### src/rtl/msrv32_wb_write_buffer.sv
// In-order writeback FIFO in front of the register file write port.
// Pending results (queued or in the output stage) are forwarded to operand fetch.
module msrv32_wb_write_buffer #(
   parameter int DEPTH = 4,
   parameter int PTR_W = 2
) (
   input  logic             ms_riscv32_mp_clk_in,
   input  logic             ms_riscv32_mp_rst_in,
   input  logic             alu_wr_valid_in,
   input  logic [4:0]       alu_rd_addr_in,
   input  logic [31:0]      alu_rd_data_in,
   output logic             alu_wr_ready_out,
   input  logic             lsu_wr_valid_in,
   input  logic [4:0]       lsu_rd_addr_in,
   input  logic [31:0]      lsu_rd_data_in,
   output logic             lsu_wr_ready_out,
   input  logic             wb_stall_in,
   output logic             wr_en_out,
   output logic [4:0]       rd_addr_out,
   output logic [31:0]      rd_out,
   input  logic [4:0]       rs_1_addr_in,
   input  logic [4:0]       rs_2_addr_in,
   output logic             rs_1_pending_out,
   output logic [31:0]      rs_1_fwd_out,
   output logic             rs_2_pending_out,
   output logic [31:0]      rs_2_fwd_out,
   output logic [PTR_W:0]   count_out,
   output logic             full_out,
   output logic             empty_out
);

   localparam logic [PTR_W:0] FullCount = (PTR_W+1)'(DEPTH);

   logic [4:0]       addrMem_q [DEPTH];
   logic [31:0]      dataMem_q [DEPTH];
   logic [PTR_W-1:0] wrPtr_q;
   logic [PTR_W-1:0] rdPtr_q;
   logic [PTR_W:0]   count_q;
   logic [PTR_W:0]   count_d;
   logic             outValid_q;
   logic [4:0]       outAddr_q;
   logic [31:0]      outData_q;

   logic             full;
   logic             empty;
   logic             lsuAccept;
   logic             aluAccept;
   logic             push;
   logic             pop;
   logic [4:0]       pushAddr;
   logic [31:0]      pushData;

   // A completed handshake to x0 is swallowed without occupying a slot.
   always_comb begin
      full      = (count_q == FullCount);
      empty     = (count_q == '0);
      lsuAccept = lsu_wr_valid_in && !full;
      aluAccept = alu_wr_valid_in && !full && !lsu_wr_valid_in;
      pushAddr  = lsu_wr_valid_in ? lsu_rd_addr_in : alu_rd_addr_in;
      pushData  = lsu_wr_valid_in ? lsu_rd_data_in : alu_rd_data_in;
      push      = (lsuAccept || aluAccept) && (pushAddr != 5'd0);
      pop       = !wb_stall_in && !empty;
      count_d   = count_q;
      case ({push, pop})
         2'b10:   count_d = count_q + 1'b1;
         2'b01:   count_d = count_q - 1'b1;
         default: count_d = count_q;
      endcase
   end

   always_ff @(posedge ms_riscv32_mp_clk_in or negedge ms_riscv32_mp_rst_in) begin
      if (!ms_riscv32_mp_rst_in) begin
         wrPtr_q    <= '0;
         rdPtr_q    <= '0;
         count_q    <= '0;
         outValid_q <= 1'b0;
         outAddr_q  <= '0;
         outData_q  <= '0;
      end else begin
         count_q <= count_d;
         if (push) begin
            wrPtr_q <= wrPtr_q + 1'b1;
         end
         if (!wb_stall_in) begin
            outValid_q <= pop;
            if (pop) begin
               outAddr_q <= addrMem_q[rdPtr_q];
               outData_q <= dataMem_q[rdPtr_q];
               rdPtr_q   <= rdPtr_q + 1'b1;
            end
         end
      end
   end

   always_ff @(posedge ms_riscv32_mp_clk_in) begin
      if (push) begin
         addrMem_q[wrPtr_q] <= pushAddr;
         dataMem_q[wrPtr_q] <= pushData;
      end
   end

   // Oldest candidate is visited first so later (younger) matches overwrite it.
   always_comb begin
      logic [PTR_W-1:0] slot;
      slot             = '0;
      rs_1_pending_out = 1'b0;
      rs_1_fwd_out     = '0;
      rs_2_pending_out = 1'b0;
      rs_2_fwd_out     = '0;
      if (outValid_q && rs_1_addr_in != 5'd0 && outAddr_q == rs_1_addr_in) begin
         rs_1_pending_out = 1'b1;
         rs_1_fwd_out     = outData_q;
      end
      if (outValid_q && rs_2_addr_in != 5'd0 && outAddr_q == rs_2_addr_in) begin
         rs_2_pending_out = 1'b1;
         rs_2_fwd_out     = outData_q;
      end
      for (int i = 0; i < DEPTH; i++) begin
         slot = rdPtr_q + PTR_W'(i);
         if ((PTR_W+1)'(i) < count_q) begin
            if (rs_1_addr_in != 5'd0 && addrMem_q[slot] == rs_1_addr_in) begin
               rs_1_pending_out = 1'b1;
               rs_1_fwd_out     = dataMem_q[slot];
            end
            if (rs_2_addr_in != 5'd0 && addrMem_q[slot] == rs_2_addr_in) begin
               rs_2_pending_out = 1'b1;
               rs_2_fwd_out     = dataMem_q[slot];
            end
         end
      end
   end

   assign lsu_wr_ready_out = !full;
   assign alu_wr_ready_out = !full && !lsu_wr_valid_in;
   assign wr_en_out        = outValid_q;
   assign rd_addr_out      = outAddr_q;
   assign rd_out           = outData_q;
   assign count_out        = count_q;
   assign full_out         = full;
   assign empty_out        = empty;

endmodule

### config.mk
export PLATFORM = sky130hd
export DESIGN_NAME = msrv32_wb_write_buffer
export DESIGN_NICKNAME = d
export VERILOG_FILES = /design/src/rtl/msrv32_wb_write_buffer.sv
export SDC_FILE = /design/constraint.sdc
export NUM_CORES = 1
export LEC_CHECK = 0
export CORE_MARGIN = 3
export CORE_UTILIZATION = 55
export CTS_CLUSTER_DIAMETER = 150
export DETAILED_ROUTE_END_ITERATION = 16
export GPL_ROUTABILITY_DRIVEN = 0
export PLACE_DENSITY_LB_ADDON = 0.1
export RECOVER_POWER = 25
export SYNTH_ARGS = -nofsm -noshare
export SYNTH_HDL_FRONTEND = slang
export SYNTH_SLANG_ARGS = --single-unit
### constraint.sdc
create_clock -name ms_riscv32_mp_clk_in -period 3.5 [get_ports ms_riscv32_mp_clk_in]
set_input_delay 0.7 -clock ms_riscv32_mp_clk_in [delete_from_list [all_inputs] [get_ports ms_riscv32_mp_clk_in]]
set_output_delay 0.7 -clock ms_riscv32_mp_clk_in [all_outputs]
set_load 0.01 [all_outputs]
---- Word-level counts from Yosys, hierarchy flattened ----
Memories as Yosys holds them, arrays and structs flattened.
Index checks and enable logic that the tools add are counted.
operators by class
  add/sub/neg operators ................... 6
  $lt $le $gt $ge ......................... 4
  eq/ne operators ......................... 13
  muxes and demuxes ....................... 41
  bitwise operators ....................... 1
  reductions and logical operators ........ 29
operator list
  operator                                              count
  two-way mux 32 bit                                    19
  equality test 5 bit                                   10
  two-way mux 1 bit                                     20
  logical AND 1 bit                                     18
  nonzero test 5 bit                                    3
  < comparator 1 x 3 -> 1 bit (first input constant)    2
  < comparator 2 x 3 -> 1 bit (first input constant)    2
  case mux 3 bit (2 select lines)                       1
  two-way mux 5 bit                                     1
  adder 2 x 1 -> 2 bit (second input constant)          2
  adder 2 bit (second input constant)                   2
  logical NOT 1 bit                                     4
  adder 3 x 1 -> 3 bit (second input constant)          1
  equality test 3 bit (second input constant)           1
  logical NOT 3 bit                                     1
  subtractor 3 x 1 -> 3 bit (second input constant)     1
  equality test 2 x 1 -> 1 bit (second input constant)  1
  equality test 2 bit (second input constant)           1
  AND reduction 2 bit                                   1
  nonzero test 2 bit                                    1
  logical OR 1 bit                                      1
  inverter 1 bit                                        1
word-level totals
  register bits ........................... 45
  memory bits (writable) .................. 148
  output and inout port bits .............. 111
  memories kept ........................... 2
memory list
  name       words  width  rd ports  clocked after Yosys merged registers in  write ports  line  text
  dataMem_q  4      32     4         0                                        1            35    logic [31:0] dataMem_q [DEPTH];
  addrMem_q  4      5      4         0                                        1            34    logic [4:0] addrMem_q [DEPTH];

---- Logic depth before layout (Yosys ltp) ----
Gate-level depths: netlist of the first run.
  depth after elaboration ................. 12
  gate-level depth with buffers ........... 13
  gate-level depth less buffers ........... 10

---- Worst setup path after synthesis of the first run ----
Ideal clock, no wire load.
  kind .................................... input-to-output
  start point ............................. input port rs_2_addr_in[1]
  end point ............................... output port rs_2_fwd_out[22]
  arrival time ............................ 2.707 ns
  required time ........................... 2.800 ns
  path slack .............................. 0.093 ns
  stages on the path ...................... 8
  path buffers ............................ 2
  cell sequence ........................... buf_2 > nor4_2 > a211o_1 > a21oi_4 > a21oi_2 > buf_4 > a221oi_1 > o31ai_1
on the way
  longest elaborated chain between the ends .. 12
RTL lines
  item                             line      text
  start, declared                  22        input logic [4:0] rs_2_addr_in,
  nonzero test 5 bit               114, 125
  logical AND 1 bit (2 in series)  114       if (outValid_q && rs_2_addr_in != 5'd0 && outAddr_q == rs_2_addr_in) begin
  two-way mux 32 bit               114
  two-way mux 32 bit               125       if (rs_2_addr_in != 5'd0 && addrMem_q[slot] == rs_2_addr_in) begin
  two-way mux 32 bit               120       if ((PTR_W+1)'(i) < count_q) begin
  two-way mux 32 bit               125
  two-way mux 32 bit               120
  two-way mux 32 bit               125
  two-way mux 32 bit               120
  two-way mux 32 bit               125
  two-way mux 32 bit *             120
  end, declared                    26        output logic [31:0] rs_2_fwd_out,
Every way passes the cells marked *; elsewhere a longest branch is shown, timed or not.

---- Worst setup path after layout of the first run ----
  start point ............................. register rdPtr_q[0]
  end point ............................... output port rs_1_fwd_out[13]
on the way
  longest elaborated chain between the ends .. 11
RTL lines
  item                                                                         line  text
  start, declared                                                              37    logic [PTR_W-1:0] rdPtr_q;
  start signal, assigned                                                       89    rdPtr_q <= rdPtr_q + 1'b1;
  parallel branches: the longest is 10 deep, another holds memory (4 x 5 bit)  --
  two-way mux 32 bit *                                                         120
  end, declared                                                                24    output logic [31:0] rs_1_fwd_out,
Every way passes the cells marked *.

==> flow_summary.ini, run 1 <==
[die]
row_count = 57
die_w_um = 166
core_um2 = 24700
start_util = 0.569
pin_count = 200
die_area_um2 = 27600
die_y_um = 166

[min_path]
min_path_type = primary input to asynchronous set/reset pin

[global_routing]
antenna_found_initial = 0
overflow = 0
grt_pass1_wl_um = 81100
grt_pass1_vias = 14100
grt_max_degree = 45
grt_util_all_layers = 0.375

[place]
pre_cts_slack_ns = -0.823
port_buffers = 199
placed_cell_area_um2 = 17600
place_inst = 1839
dpl.hpwl_um = 31100

[sta]
finalCriticalPeriod_ns = 4.10
fin_tns_setup_ns = -33.75
fin_hold_ws_ns = 0.400
fin_worst_skew_ns = 0.0186
final-setup-viol-count = 66
setup_ws_ns = -0.604
final_hold_viol_count = 0
slew_headroom = 0.148
slew_violations = 0
tightest_slew_ns = 1.28
max_freq_mhz = 244
rsz0062_at_grt = true
period_share = 1.17

[synth]
synth.area.top_cells = edfxtp_1 32%, mux4_2 12%, dfrtp_1 8.0%
yosysTopAreaCell = edfxtp_1
yosysWarningCount = 0
synth_nets = 1367
ys_ff_latch = 193
ys_seq_area_frac = 0.396
ys_types = 61
netlist_instances = 1269
synth.cell_area_um2 = 14100
synth_edf_count = 148
yosysTopAreaCellShare = 0.316
syn_avg_cell_area_um2 = 11.1
synth-main-ff-cell = edfxtp_1
async_flop_share = 0.233

[drt]
vias = 14300
detail_route.wl_per_cell_um = 29.5
first_pass_iters = 7
viasPerCell = 7.35
ant_nets = 0
route.detailed.drc = 0
drt_wl_total_um = 57600
drt-initial-drc-count = 2129

[worst_setup_path]
crit_path_end_kind = primary output
path_max_fanout = 8
arrival_ns = 3.40
cp_common_cell = buf_6
worstPathRequired_ns = 2.80
startpoint_type = flip-flop
critPathKind = flip-flop to primary output
critical_path.slowest_cell = dfrtp_4
cp_slowest_stage_delay_ns = 0.56
cp_cell_sequence = buf_4 -> mux2i_2 -> mux2i_1 -> nor4b_4 -> o2111ai_4 -> buf_12 -> buf_6 -> buf_6 -> nand2b_4 -> o211ai_1 -> buf_2

[power]
leakage_nw = 7.67
power-per-cell-area_nw_per_um2 = 918
intPower_mw = 9.94
p_sw_mw = 8.64
combPwrFrac = 0.667
power_switching_share = 0.465
p_seq_frac = 0.224
power.total_mw = 18.6
clkPwrFrac = 0.109
max-vdd-ir-drop_v = 0.000852

[clock_tree]
cts_tree = built
clk_pin_slew_ns = 0.08
numCtsBuffers = 17
htreeDepth = 4
holdBufCountCts = 0
clkLatencyLatePin_ns = 0.45
clock-sinks = 193
cts-root-buf = clkbuf_16
clock_path_buffers = 2

[final_layout]
syn_to_final_growth_pct = 43.7
layout.area.seq_um2 = 5580
diodes = 0
drive_gt1_frac = 0.407
stdcell_count = 1952
fin_area_um2 = 20200
final_core_util = 0.818
nFillCells = 1315
fin_nets = 1713
multiInputGateArea_um2 = 9020

[run_status]
status = finished with violations
violations = setup timing

[flow_run]
cap_violations = 0
==> worst paths after layout <==
kind | depth (start not counted) | slack (ns) | startpoint | end
setup / recovery | 11 | -0.60 | rdPtr_q[0] | rs_1_fwd_out[13]
hold / removal | 1 | 0.40 | ms_riscv32_mp_rst_in | rd_out[28]
setup reg to reg | 7 | 0.96 | count_out[0] | dataMem_q[2][14]
hold reg to reg | 2 | 0.58 | rd_out[0] | rd_out[0]
max in group asynchronous | 2 | 1.27 | ms_riscv32_mp_rst_in | rdPtr_q[0]
min in group ms_riscv32_mp_clk_in | 2 | 0.58 | rd_out[0] | rd_out[0]
==> cell type report <==
type	instances	area share
Multi-Input combinational cell	935	0.446
Sequential cell	193	0.276
Timing Repair Buffer	455	0.227
Clock buffer	19	0.0214
Tap cell	324	0.0200
Clock inverter	13	0.00748
Inverter	13	0.00241
==> cell usage in the layout (no fill, tap or decap), types with 15 or more instances in the layout <==
master,Yosys,layout
edfxtp_1,148,148
buf_2,35,60
a21oi_1,43,40
mux2_2,72,55
nor2_1,43,42
a221oi_2,10,43
mux2i_1,60,52
nand3_1,41,29
o31ai_2,10,17
a211oi_1,28,24
or2_1,17,18
buf_12,2,40
buf_6,6,48
clkdlybuf4s50_1,0,124
dfrtp_1,45,43
mux4_2,77,77
clkbuf_16,0,21
a221oi_4,0,15
nand2_1,156,155
a41oi_1,28,23
buf_4,13,148
o211ai_1,67,67
mux2_1,0,16
xnor2_1,30,17
o21ai_0,37,33
nor2b_1,31,30
xor2_1,19,16
==> cell families (layout without fill, tap and decap cells) <==
| group | Yosys count | count (layout) | share of synthesized area |
|---|---|---|---|
| buffers and inverters | 141 | 500 | 0.0506 |
| AND/OR/NAND/NOR | 354 | 354 | 0.121 |
| adder cells (fa/ha/maj) | 9 | 9 | 0.00800 |
| XOR/XNOR | 49 | 49 | 0.0305 |
| AO/OA/AOI/OAI | 314 | 314 | 0.171 |
| multiplexers | 209 | 209 | 0.223 |
| flip-flops | 193 | 193 | 0.396 |
==> Yosys cell counts (17+ instances only) <==
| master | number |
|---|---|
| o31ai_1 | 22 |
| a41oi_1 | 28 |
| edfxtp_1 | 148 |
| a21oi_1 | 43 |
| nor2b_1 | 31 |
| buf_2 | 35 |
| or2_1 | 17 |
| a211oi_1 | 28 |
| xor2_1 | 19 |
| clkbuf_1 | 62 |
| a221oi_1 | 50 |
| o21ai_0 | 37 |
| mux4_2 | 77 |
| dfrtp_1 | 45 |
| mux2i_1 | 60 |
| o211ai_1 | 67 |
| xnor2_1 | 30 |
| nand2_1 | 156 |
| nand3_1 | 41 |
| mux2_2 | 72 |
| nor2_1 | 43 |
==> power by group through the flow <==
stage	Clock, mW	Sequential (mW)	Combinational (mW)
final	2.02	4.16	12.4
after detailed placement	0	4.06	10.2
after floorplan	0	3.91	5.98
after global placement	0	4.00	9.99
after global routing	2.09	4.22	12.9
after CTS	1.99	4.06	11.1
==> critical path: cells and delay by family (launching register included) <==
family,cells,cell delay [ns]
compound gates,2,0.38
simple gates,2,0.48
flops,1,0.56
mux,2,0.67
buf+inv,5,0.87
==> repair_timing <==
item	CTS	global route
pin swaps	119	85
setup buffers	50	32
cloned	14	4
endpoints found under the setup margin	66	66
gates resized for setup	460	98
==> registers in the layout, summed over array words and instances (netlist names) <==
register / cells
wrPtr_q: 2
dataMem_q: 128
wr_en_out: 1
addrMem_q: 20
rd_out: 32
count_out: 3
rd_addr_out: 5
rdPtr_q: 2
==> metal layers <==
metal  share of wire  up-vias  wire length (µm)  track usage
met2            0.46     1383             26600        0.609
li1                -     5673                 -            -
met5               0        -                 0            0
met1            0.33     6861             18900        0.458
met4           0.077        0              4420        0.207
met3            0.13      426              7680       0.0983
Note: power is estimated with default switching activity, not from simulation.
==> run 2, diff against run 1 <==
Settings changed: CAP_MARGIN set to 20, SLEW_MARGIN set to 20.
==> results of run 2 <==
No change in the layout: final DEF, timing and power equal those of run 1.
